### src/rtl/mp_mgmt_target_pkg.sv
// Shared definitions for the management target: register offsets, FSM encoding
// and the halfword write-merge helper.
package mp_mgmt_target_pkg;

  localparam logic [9:0] MGMT_OFS_MCFG    = 10'h000;
  localparam logic [9:0] MGMT_OFS_MVEC    = 10'h001;
  localparam logic [9:0] MGMT_OFS_MEPC    = 10'h002;
  localparam logic [9:0] MGMT_OFS_SCRATCH = 10'h003;
  localparam logic [9:0] MGMT_OFS_PERF    = 10'h040;

  localparam int unsigned MGMT_PERF_NUM = 8;

  typedef enum logic [1:0] {
    StIdle = 2'd0,
    StAck  = 2'd1,
    StResp = 2'd2
  } mgmt_state_e;

  // wen[0] selects bits 15:0, wen[1] selects bits 31:16.
  function automatic logic [31:0] hw_merge(input logic [31:0] old_val,
                                           input logic [31:0] new_val,
                                           input logic [1:0]  wen);
    hw_merge = {wen[1] ? new_val[31:16] : old_val[31:16],
                wen[0] ? new_val[15:0]  : old_val[15:0]};
  endfunction

endpackage

### src/rtl/mp_perf_cnt.sv
// One 32-bit event counter with halfword load; a load takes priority over the
// increment so software writes are never lost to a concurrent event.
module mp_perf_cnt
  import mp_mgmt_target_pkg::*;
(
  input  logic        i_clk,
  input  logic        i_rstn,
  input  logic        i_inc,
  input  logic [1:0]  i_wen,
  input  logic [31:0] i_wdata,
  output logic [31:0] o_cnt
);

  logic [31:0] r_cnt;

  always_ff @(posedge i_clk) begin
    if (!i_rstn) begin
      r_cnt <= '0;
    end else if (|i_wen) begin
      r_cnt <= hw_merge(r_cnt, i_wdata, i_wen);
    end else if (i_inc) begin
      r_cnt <= r_cnt + 32'd1;
    end
  end

  assign o_cnt = r_cnt;

endmodule

### src/rtl/mp_mgmt_target.sv
// Management register target: req/ack command port, core config registers and
// optional performance counters (built only when MP_MGMT_PERF_EN is defined).
module mp_mgmt_target
  import mp_mgmt_target_pkg::*;
#(
  parameter logic [31:0] BASE_ADR = 32'h0000_F000,
  parameter logic [31:0] MVEC_RST = 32'h0000_0000,
  parameter logic        M32_RST  = 1'b0
) (
  input  logic        sys_clk,
  input  logic        sys_rstn,
  input  logic        mgmt_req,
  output logic        mgmt_ack,
  input  logic        mgmt_rwn,
  input  logic [31:0] mgmt_adr,
  input  logic [1:0]  mgmt_wen,
  input  logic [31:0] mgmt_txd,
  output logic        mgmt_rxe,
  output logic [31:0] mgmt_rxd,
  input  logic [7:0]  perf,
  input  logic        mie_set,
  input  logic        trap,
  input  logic [31:0] pc_epc,
  output logic        m32,
  output logic        mie,
  output logic [31:0] mvec,
  output logic [31:0] mepc
);

  mgmt_state_e r_state, w_state_nxt;
  logic        w_latch;

  // Command captured on the IDLE->ACK edge.
  logic        r_rwn;
  logic        r_hit;
  logic [9:0]  r_ofs;
  logic [1:0]  r_wen;
  logic [31:0] r_txd;

  logic        r_m32;
  logic        r_mie;
  logic [31:0] r_mvec;
  logic [31:0] r_mepc;
  logic [31:0] r_scratch;
  logic [31:0] r_rxd;

  logic        w_wr;
  logic [1:0]  w_wen_mcfg;
  logic [1:0]  w_wen_mvec;
  logic [1:0]  w_wen_mepc;
  logic [1:0]  w_wen_scratch;
  logic [31:0] w_rdata;
  logic        w_unused;

  always_comb begin
    w_state_nxt = r_state;
    w_latch     = 1'b0;
    unique case (r_state)
      StIdle: begin
        if (mgmt_req) begin
          w_state_nxt = StAck;
          w_latch     = 1'b1;
        end
      end
      StAck:   w_state_nxt = r_rwn ? StResp : StIdle;
      StResp:  w_state_nxt = StIdle;
      default: w_state_nxt = StIdle;
    endcase
  end

  assign w_wr          = (r_state == StAck) && !r_rwn && r_hit;
  assign w_wen_mcfg    = (w_wr && (r_ofs == MGMT_OFS_MCFG))    ? r_wen : 2'b00;
  assign w_wen_mvec    = (w_wr && (r_ofs == MGMT_OFS_MVEC))    ? r_wen : 2'b00;
  assign w_wen_mepc    = (w_wr && (r_ofs == MGMT_OFS_MEPC))    ? r_wen : 2'b00;
  assign w_wen_scratch = (w_wr && (r_ofs == MGMT_OFS_SCRATCH)) ? r_wen : 2'b00;

`ifdef MP_MGMT_PERF_EN
  logic [31:0] w_perf_cnt [MGMT_PERF_NUM];
  logic        w_perf_sel;

  assign w_perf_sel = (r_ofs[9:3] == MGMT_OFS_PERF[9:3]);

  for (genvar gi = 0; gi < MGMT_PERF_NUM; gi++) begin : g_perf
    logic [1:0] w_perf_wen;

    assign w_perf_wen = (w_wr && w_perf_sel && (r_ofs[2:0] == 3'(gi))) ? r_wen : 2'b00;

    mp_perf_cnt u_perf_cnt (
      .i_clk   (sys_clk),
      .i_rstn  (sys_rstn),
      .i_inc   (perf[gi]),
      .i_wen   (w_perf_wen),
      .i_wdata (r_txd),
      .o_cnt   (w_perf_cnt[gi])
    );
  end

  assign w_unused = ^mgmt_adr[1:0];
`else
  assign w_unused = ^{mgmt_adr[1:0], perf};
`endif

  // Sampled from pre-update state, so a same-cycle update is not visible.
  always_comb begin
    w_rdata = '0;
    if (r_hit) begin
      case (r_ofs)
        MGMT_OFS_MCFG:    w_rdata = {30'b0, r_mie, r_m32};
        MGMT_OFS_MVEC:    w_rdata = r_mvec;
        MGMT_OFS_MEPC:    w_rdata = r_mepc;
        MGMT_OFS_SCRATCH: w_rdata = r_scratch;
        default: begin
`ifdef MP_MGMT_PERF_EN
          if (w_perf_sel) w_rdata = w_perf_cnt[r_ofs[2:0]];
`endif
        end
      endcase
    end
  end

  always_ff @(posedge sys_clk) begin
    if (!sys_rstn) begin
      r_state   <= StIdle;
      r_rwn     <= 1'b0;
      r_hit     <= 1'b0;
      r_ofs     <= '0;
      r_wen     <= '0;
      r_txd     <= '0;
      r_rxd     <= '0;
      r_m32     <= M32_RST;
      r_mie     <= 1'b0;
      r_mvec    <= MVEC_RST;
      r_mepc    <= '0;
      r_scratch <= '0;
    end else begin
      r_state <= w_state_nxt;
      if (w_latch) begin
        r_rwn <= mgmt_rwn;
        r_hit <= (mgmt_adr[31:12] == BASE_ADR[31:12]);
        r_ofs <= mgmt_adr[11:2];
        r_wen <= mgmt_wen;
        r_txd <= mgmt_txd;
      end
      r_rxd <= ((r_state == StAck) && r_rwn) ? w_rdata : 32'h0;

      if (w_wen_mcfg[0]) r_m32 <= r_txd[0];
      // trap beats mie_set, which beats a software write of mie.
      if (trap) begin
        r_mie <= 1'b0;
      end else if (mie_set) begin
        r_mie <= 1'b1;
      end else if (w_wen_mcfg[0]) begin
        r_mie <= r_txd[1];
      end

      r_mvec    <= hw_merge(r_mvec, r_txd, w_wen_mvec);
      r_mepc    <= trap ? pc_epc : hw_merge(r_mepc, r_txd, w_wen_mepc);
      r_scratch <= hw_merge(r_scratch, r_txd, w_wen_scratch);
    end
  end

  assign mgmt_ack = (r_state == StAck);
  assign mgmt_rxe = (r_state == StResp);
  assign mgmt_rxd = r_rxd;
  assign m32      = r_m32;
  assign mie      = r_mie;
  assign mvec     = r_mvec;
  assign mepc     = r_mepc;

endmodule
### config.mk
export PLATFORM = sky130hd
export DESIGN_NAME = mp_mgmt_target
export DESIGN_NICKNAME = d
export VERILOG_FILES = /design/src/rtl/mp_mgmt_target_pkg.sv /design/src/rtl/mp_perf_cnt.sv /design/src/rtl/mp_mgmt_target.sv
export SDC_FILE = /design/constraint.sdc
export NUM_CORES = 1
export LEC_CHECK = 0
export ABC_AREA = 1
export BUFFER_PORTS_ARGS = -buffer_cell sky130_fd_sc_hd__buf_2
export CAP_MARGIN = 20
export CORE_MARGIN = 1.5
export CORE_UTILIZATION = 40
export CTS_BUF_LIST = sky130_fd_sc_hd__clkbuf_8
export DETAILED_ROUTE_END_ITERATION = 12
export SLEW_MARGIN = 20
export SYNTH_ARGS = -nofsm -noshare
export SYNTH_HDL_FRONTEND = slang
export SYNTH_HIERARCHICAL = 1
export SYNTH_SLANG_ARGS = --single-unit
### constraint.sdc
create_clock -name sys_clk -period 2 [get_ports sys_clk]
set_input_delay 0.2 -clock sys_clk [delete_from_list [all_inputs] [get_ports sys_clk]]
set_output_delay 0.2 -clock sys_clk [all_outputs]
set_load 0.02 [all_outputs]
# ---- Word-level counts from Yosys, hierarchy flattened
# Index checks and enable logic that the tools add are counted.
dict set report classes {
  eq_ne 7
  n_mux 15
  bitwise 1
  n_reduce_logical 15
}
# op n
set op_table {}
lappend op_table {{case mux 32 bit (4 select lines)} 1}
lappend op_table {{2-to-1 mux 16 bit} 2}
lappend op_table {{2-to-1 mux 32 bit} 1}
lappend op_table {{== test 10 x 2 -> 1 bit (second input constant)} 2}
lappend op_table {{== test 20 x 4 -> 1 bit (second input constant)} 1}
lappend op_table {{== test 10 x 1 -> 1 bit (second input constant)} 1}
lappend op_table {{logical NOT 10 bit} 1}
lappend op_table {{2-to-1 mux 2 bit} 5}
lappend op_table {{logical AND 1 bit} 7}
lappend op_table {{nonzero test 2 bit} 3}
lappend op_table {{2-to-1 mux 1 bit} 5}
lappend op_table {{case mux 2 bit (2 select lines)} 1}
lappend op_table {{AND reduction 3 bit} 1}
lappend op_table {{== test 2 x 1 -> 1 bit (second input constant)} 1}
lappend op_table {{== test 2 bit (second input constant)} 1}
lappend op_table {{logical NOT 2 bit} 1}
lappend op_table {{inequality test 2 bit (second input constant)} 1}
lappend op_table {{OR reduction 2 bit} 1}
lappend op_table {{logical NOT 1 bit} 1}
lappend op_table {{NOT 1 bit} 1}
dict set report totals {
  reg_bits 178
  in_bits 112
  out_inout_bits 100
  elab_cells 53
}

# ---- Depth between registers and ports, before layout
# Gate-level depths: netlist of the first run.
dict set report depth {
  word_depth 7
  ltp_mapped 10
  depth_no_buf 9
}

# ---- Worst setup path after synthesis of the first run
# Ideal clock, no wire load.
dict set report synth_timing {
  path_type {reg-to-reg}
  start {register r_state[0]}
  end {register r_mvec[21], in the netlist mvec[21]}
  setup_time_ns 0.116
  t_arrival_ns 1.465
  t_required_ns 1.884
  path_slack_ns 0.419
  path_stages_with_launch 9
  n_path_buf 1
  period_less_slack_ns 1.581
  cell_sequence {dfxtp_1 -> inv_1 -> nor2_2 -> nand2_2 -> nor2_2 -> nand3_1 -> clkbuf_1 -> o21ai_0 -> nor2_1}
}
dict set report synth_via {
  elab_chain_len 5
}
# item line_no
set synth_rtl {}
lappend synth_rtl {{from (decl)} mp_mgmt_target.sv:30} ;# mgmt_state_e r_state, w_state_nxt;
lappend synth_rtl {{from (signal assigned)} mp_mgmt_target.sv:123} ;# r_state <= StIdle;
lappend synth_rtl {{from (signal assigned)} mp_mgmt_target.sv:136} ;# r_state <= w_state_nxt;
lappend synth_rtl {{== test 2 x 1 -> 1 bit} n/a}
lappend synth_rtl {{net mgmt_ack} mp_mgmt_target.sv:13} ;# output logic mgmt_ack,
lappend synth_rtl {{logical AND 1 bit (2 in a row)} mp_mgmt_target.sv:71} ;# assign w_wr = (r_state == StAck) && !r_rwn && r_hit;
lappend synth_rtl {{logical AND 1 bit} mp_mgmt_target.sv:73} ;# assign w_wen_mvec = (w_wr && (r_ofs == MGMT_OFS_MVEC)) ? r_wen : 2'b00;
lappend synth_rtl {{2-to-1 mux 2 bit} mp_mgmt_target.sv:73}
lappend synth_rtl {{to (signal assigned)} mp_mgmt_target.sv:156} ;# r_mvec <= hw_merge(r_mvec, r_txd, w_wen_mvec);
lappend synth_rtl {{to (decl)} mp_mgmt_target.sv:42} ;# logic [31:0] r_mvec;
# The timed path passes the listed nets, and every way through them passes these cells.
# A chain may end at the register's enable or synchronous reset.

# ---- Worst setup path in the final report of the first run
dict set report layout_timing {
  start {register r_ofs[9]}
  end {register r_mepc[24], in the netlist mepc[24]}
}
dict set report layout_via {
  elab_chain_len 4
}
# item line_no
set layout_rtl {}
lappend layout_rtl {{from (decl)} mp_mgmt_target.sv:36} ;# logic [9:0] r_ofs;
lappend layout_rtl {{from (signal assigned)} mp_mgmt_target.sv:140} ;# r_ofs <= mgmt_adr[11:2];
lappend layout_rtl {{== test 10 x 2 -> 1 bit} mp_mgmt_target.sv:74} ;# assign w_wen_mepc = (w_wr && (r_ofs == MGMT_OFS_MEPC)) ? r_wen : 2'b00;
lappend layout_rtl {{logical AND 1 bit} mp_mgmt_target.sv:74}
lappend layout_rtl {{2-to-1 mux 2 bit} mp_mgmt_target.sv:74}
lappend layout_rtl {{nonzero test 2 bit (no source line)} n/a}
lappend layout_rtl {{to (signal assigned)} mp_mgmt_target.sv:157} ;# r_mepc <= trap ? pc_epc : hw_merge(r_mepc, r_txd, w_wen_mepc);
lappend layout_rtl {{to (decl)} mp_mgmt_target.sv:43} ;# logic [31:0] r_mepc;
# No other way between the ends.

==> results of run 1 <==
[report_power, final]
| group | total [uW] | internal (uW) | switching, uW |
|---|---|---|---|
| logic | 890 | 344 | 546 |
| registers | 3790 | 3660 | 131 |
| clock network | 2770 | 1430 | 1340 |
[cell type report]
class,instances,area share [%]
Tap cell,229,3.00
Sequential cell,178,37.3
Timing Repair Buffer,273,17.9
Inverter,52,2.04
Clock inverter,13,1.88
Clock buffer,19,2.74
Multi-Input combinational cell,744,35.1
[synthesized netlist by cell type]
| cell type | count |
|---|---|
| nor2_1 | 238 |
| nand2_1 | 191 |
| dfxtp_1 | 178 |
| o21ai_0 | 114 |
| nand3_1 | 109 |
| inv_1 | 48 |
| clkbuf_1 | 39 |
| a21oi_1 | 36 |
| nand4_1 | 30 |
| buf_2 | 8 |
| buf_4 | 8 |
| buf_1 | 6 |
| buf_6 | 6 |
| nor2_4 | 6 |
| nand2_2 | 5 |
| inv_2 | 4 |
| nand3_4 | 4 |
| nor2_2 | 4 |
| nor3_1 | 3 |
| clkbuf_2 | 2 |
| nand3b_1 | 1 |
| nor2_8 | 1 |
| nor3_2 | 1 |
| nor4_1 | 1 |
[metrics by stage]
step	power (uW)	instance area (sq um)	setup slack (ps)	cells
floorplan	4330	7450	419	1043
global placement	4660	8670	178	1432
detailed placement	4670	8670	140	1432
CTS	7470	9530	102	1506
global route	7730	9560	67.2	1508
finish	7450	9560	198	1508
[critical path: stages, from the launching register on]
cell and delay, ps:
dfxtp_1 350, nor2_4 200, nand2_2 120, nor2_8 250
buf_12 140, nand3_4 60, nand2_2 350, nand2_1 110
a21oi_1 150
[registers in the layout, indices dropped and copies added (netlist names), 2 cells and up]
| register | count |
|---|---|
| mepc | 32 |
| mgmt_rxd | 32 |
| mvec | 32 |
| r_ofs | 10 |
| r_scratch | 32 |
| r_state | 2 |
| r_txd | 32 |
| r_wen | 2 |
[layer usage]
layer / track usage [%] / up-vias / share of wire, %
met5: 0 / - / 0
met4: 6.83 / 0 / 1.6
met3: 4.99 / 26 / 7.4
met2: 38.0 / 272 / 44
met1: 34.0 / 3465 / 47
li1: - / 3819 / -
[timing repair]
| item | in CTS | in global routing |
|---|---|---|
| buffers inserted | 0 | 2 |
| setup endpoints to repair | 0 | 4 |
| hold buffers | 42 | 0 |
| endpoints found under the hold margin | 41 | 0 |
| resized for setup | 0 | 0 |
[path summary, 6_finish.rpt]
check / to / slack [ps]
hold / removal: r_wen[0] / 10
setup reg to reg: mepc[24] / 200
setup / recovery: mepc[24] / 200
hold reg to reg: r_wen[1] / 470
[cells by family (layout without fill, tap and decap cells)]
| family | count (synthesis) | after routing | synth area share [%] |
|---|---|---|---|
| buf+inv | 121 | 357 | 7.27 |
| flops | 178 | 178 | 47.8 |
| simple gates | 594 | 594 | 34.8 |
| compound gates | 150 | 150 | 10.1 |
==> results.toml, run 1 <==
[status]
status = "finished with violations"
violations = "DRC"

[sta]
tns_ps = 0
fin_crit_sh_pct = 90.1
hold_violations = 0
skew_ps = 9.08
fin_crit_ps = 1800
slew_violations = 0
rsz0062_at_grt = "no"
max_freq_ghz = 0.555
slew_headroom_pct = 61.7
tightest_slew_ps = 574
fin_hold_ws_ps = 15.0
setup_viol = 0

[clocking]
insertion_delay_ps = 470
clk_path_buf_depth = 2
cts_tree = "yes"
clkTransAtPathRegs_ps = 90
cts_buffers = 17
root_buffer = "clkbuf_8"
htreeDepth = 4
cts_sinks = 178

[routing]
drc_errors = 11
routedWlPerCell_microns = 15.7
routed_wl_microns = 23700
vias = 7582
via_per_inst = 5.03
drt_iter0_drc = 615
drtPass1Iterations = 9
drtAntennaViolNets = 0

[die]
rows = 49
dieHeight_microns = 139
ios = 212
core_area_sq_um = 18100
die_area_sq_um = 19500
fp.dieW_microns = 139
initial_utilization_pct = 41.2

[finish]
antennaDiodeCount = 0
fillers = 1854
layout_common_cells = "nor2_1, buf_2, nand2_1"
area_growth_pct = 28.3
utilization_pct = 52.9
layout.cells.most_common = "nor2_1"
layout-drive-gt1-share_pct = 22.7
multi_input_area_sq_um = 3360
regArea_sq_um = 3560
nets = 1378

[min_path]
hold_depth = 3
min_path_type = "in -> reg"
hold_start = "mgmt_wen[0]"

[synth]
synth-seq-cells = 178
synth_cell_types = 24
synthCells = 1043
synth_seq_area_share_pct = 47.8
syn_area_sq_um = 7450
avgSynthCellArea_sq_um = 7.14
synth_area_leader_cell = "dfxtp_1"
synth_top_area_share_pct = 47.8
syn_nets = 1155
ys_warn_count = 6
yosys-top-cells-area = "dfxtp_1, nor2_1, nand2_1"

[setup_path]
crit_path_end_kind = "flip-flop"
path_max_fanout = 16
worstPathArrival_ps = 2200
crit_type = "reg -> reg"
cp_data_required_time_ps = 2390
reg2regPathDepth = 8
r2r-start = "r_ofs[9]"
crit_start = "r_ofs[9]"
critPathLaunchType = "flip-flop"

[global_routing]
grt_pass1_wl_microns = 37100
antenna_found_initial = 0
grt_max_degree = 114
grt_pass1_vias = 6975
grt.total_usage_pct = 24.3
grt-ovfl-total = 0

[place]
numPortBuffers = 201
place.detailed.hpwl_microns = 15900
place.gp.congestion = 0.829

[power]
p_leak_uw = 0.00453
powerDensity_nw_per_um2 = 779
ir_drop_mv = 0.434

[flow_run]
cap_violations = 0
Power figures use the tool's default switching activity.
==> run 2, diff against run 1 <==
==> constraint.sdc (replaced) <==
create_clock -name sys_clk -period 1.85 [get_ports sys_clk]
set_input_delay 0.185 -clock sys_clk [delete_from_list [all_inputs] [get_ports sys_clk]]
set_output_delay 0.185 -clock sys_clk [all_outputs]
set_load 0.02 [all_outputs]
==> run 2 against run 1 <==
Compared with the run above:
- the flow still finishes with violations (DRC)
- clock skew is 4.5 ps higher
- global-route usage is 0.25 points higher
- hold slack worse by 1.1 ps
- combinational power is 7.6% higher
- flip-flop and latch count stayed put
- sequential share of layout area is 0.45 points lower
- cell area is 1.2% higher
- register-to-register slack worse by 80 ps
- first-iteration DRC count is 11% lower
- core utilization is 0.64 points higher
- routed wire length is 0.34% higher
- critical path type unchanged
- critical endpoint is now mgmt_rxd[8]
- largest power group unchanged
==> results.toml, run 2 (synthesis gave the netlist of run 1 again) <==
[global_routing]
grt-ovfl-total = 0
antenna_found_initial = 0
grt_pass1_wl_microns = 37400
grt.total_usage_pct = 24.6
grt_pass1_vias = 6976
grt_max_degree = 114

[routing]
vias = 7689
drt_iter0_drc = 549
drtPass1Iterations = 10
routed_wl_microns = 23800
via_per_inst = 5.07
drc_errors = 11
drtAntennaViolNets = 0
routedWlPerCell_microns = 15.7

[min_path]
hold_depth = 4
hold_start = "mie_set"
min_path_type = "in -> reg"
hold-path-endpoint = "mie"

[setup_path]
cp_data_required_time_ps = 2280
path_cells = "nor2_4, nand2_2, nor2_8, nand3_1, inv_1, buf_12, nand2_1, inv_1"
cpMaxStageDelayCell = "dfxtp_1"
critPathMostFrequentCell = "inv_1"
worstPathArrival_ps = 2160
reg2regPathDepth = 8
crit_type = "reg -> reg"
crit_path_end_kind = "flip-flop"
r2r-start = "r_ofs[9]"
r2r_end = "mgmt_rxd[8]"
critPathLaunchType = "flip-flop"
path_max_fanout = 29
slowest_delay_ps = 340
rrSetupSlack_ps = 120

[sta]
tightest_slew_ps = 449
tns_ps = 0
fin_crit_ps = 1730
max_freq_ghz = 0.579
hold_violations = 0
slew_headroom_pct = 70.1
skew_ps = 13.5
rsz0062_at_grt = "no"
setup_viol = 0
fin_hold_ws_ps = 13.9
slew_violations = 0
fin_crit_sh_pct = 93.4

[clocking]
insertion_delay_ps = 480
cts_sinks = 178
root_buffer = "clkbuf_8"
clkTransAtPathRegs_ps = 100
cts_setup_buffers = 0
htreeDepth = 4
cts_buffers = 17
clk_path_buf_depth = 2
cts_tree = "yes"

[finish]
fillers = 1797
multi_input_area_sq_um = 3370
layout-drive-gt1-share_pct = 23.0
layout.cells.most_common = "nor2_1"
area_growth_pct = 29.8
antennaDiodeCount = 0
layout_common_cells = "nor2_1, buf_2, nand2_1"
regArea_sq_um = 3560
nets = 1387

[status]
status = "finished with violations"
violations = "DRC"

[die]
initial_utilization_pct = 41.2
rows = 49
core_area_sq_um = 18100
die_area_sq_um = 19500
ios = 212
fp.dieW_microns = 139
dieHeight_microns = 139

[place]
place.detailed.hpwl_microns = 15900
numPortBuffers = 201
place.gp.congestion = 0.859

[power]
ir_drop_mv = 0.458
fin_total_pwr_uw = 8080
p_leak_uw = 0.00457
powerDensity_nw_per_um2 = 835

[flow_run]
cap_violations = 0
==> run 2: cell types whose count changed in the layout (fill, tap and decap cells not counted), moves of 2 or more <==
cell	change
clkinv_2	-3
dlygate4sd3_1	+4
inv_6	+2
clkinv_4	+2
buf_4	+2
buf_6	+2
==> run 2: how the worst max path moves through the flow <==
stage | startpoint | end | slack [ps] | depth (start not counted)
3_5_place_dp | r_ofs[9] | mgmt_rxd[19] | 160 | 10
3_3_place_gp | r_ofs[9] | mgmt_rxd[26] | 170 | 8
5_1_grt | r_ofs[9] | mgmt_rxd[15] | 5 | 8
2_1_floorplan | r_state[0] | mvec[21] | 270 | 8
4_1_cts | r_ofs[9] | mgmt_rxd[19] | 120 | 10
6_report | r_ofs[9] | mgmt_rxd[8] | 120 | 8
==> run 2: power by group <==
group / internal [uW] / switching (uW) / total (uW) / leakage [uW]
logic: 372 / 586 / 958 / 0.00290
clock network: 1530 / 1500 / 3030 / 0.000229
registers: 3950 / 144 / 4100 / 0.00145
total: 5860 / 2230 / 8080 / 0.00457
==> run 2: final cells by class <==
cell class              count  share of cell area [%]
clock buffers              18                    2.56
clock inverters            14                    2.07
inverters                  52                    2.04
multi-input cells         744                    34.8
well taps                 229                    2.96
repair buffers            282                    18.7
flip-flops and latches    178                    36.8
==> run 2: per-stage QoR <==
step | utilization [%] | area (sq um) | cells | setup slack (ps)
6_report | 53.5 | 9680 | 1517 | 121
5_1_grt | 53.5 | 9680 | 1517 | 4.56
4_1_cts | 53.4 | 9660 | 1517 | 124
3_5_place_dp | 48.4 | 8750 | 1439 | 159
3_3_place_gp | 48.4 | 8750 | 1439 | 169
2_1_floorplan | - | 7450 | 1043 | 269
==> run 2: per-layer routing <==
metal  GRT usage [%]  vias up  share of wire (%)
li1                -     3849                  -
met1            34.8     3550                 47
met2            37.4      263                 44
met3            5.20       27                6.9
met4            7.73        0                1.9
met5               0        -                  0
==> run 2: critical path: cells and delay by family, from the launching register on <==
kind          cells  cell delay (ps)
buf+inv           3              440
simple gates      5              880
flops             1              340
==> run 2: timing repair <==
item	CTS	global route
resized for setup	0	5
endpoints found under the hold margin	45	0
hold buffers	46	0
endpoints found under the setup margin	0	9
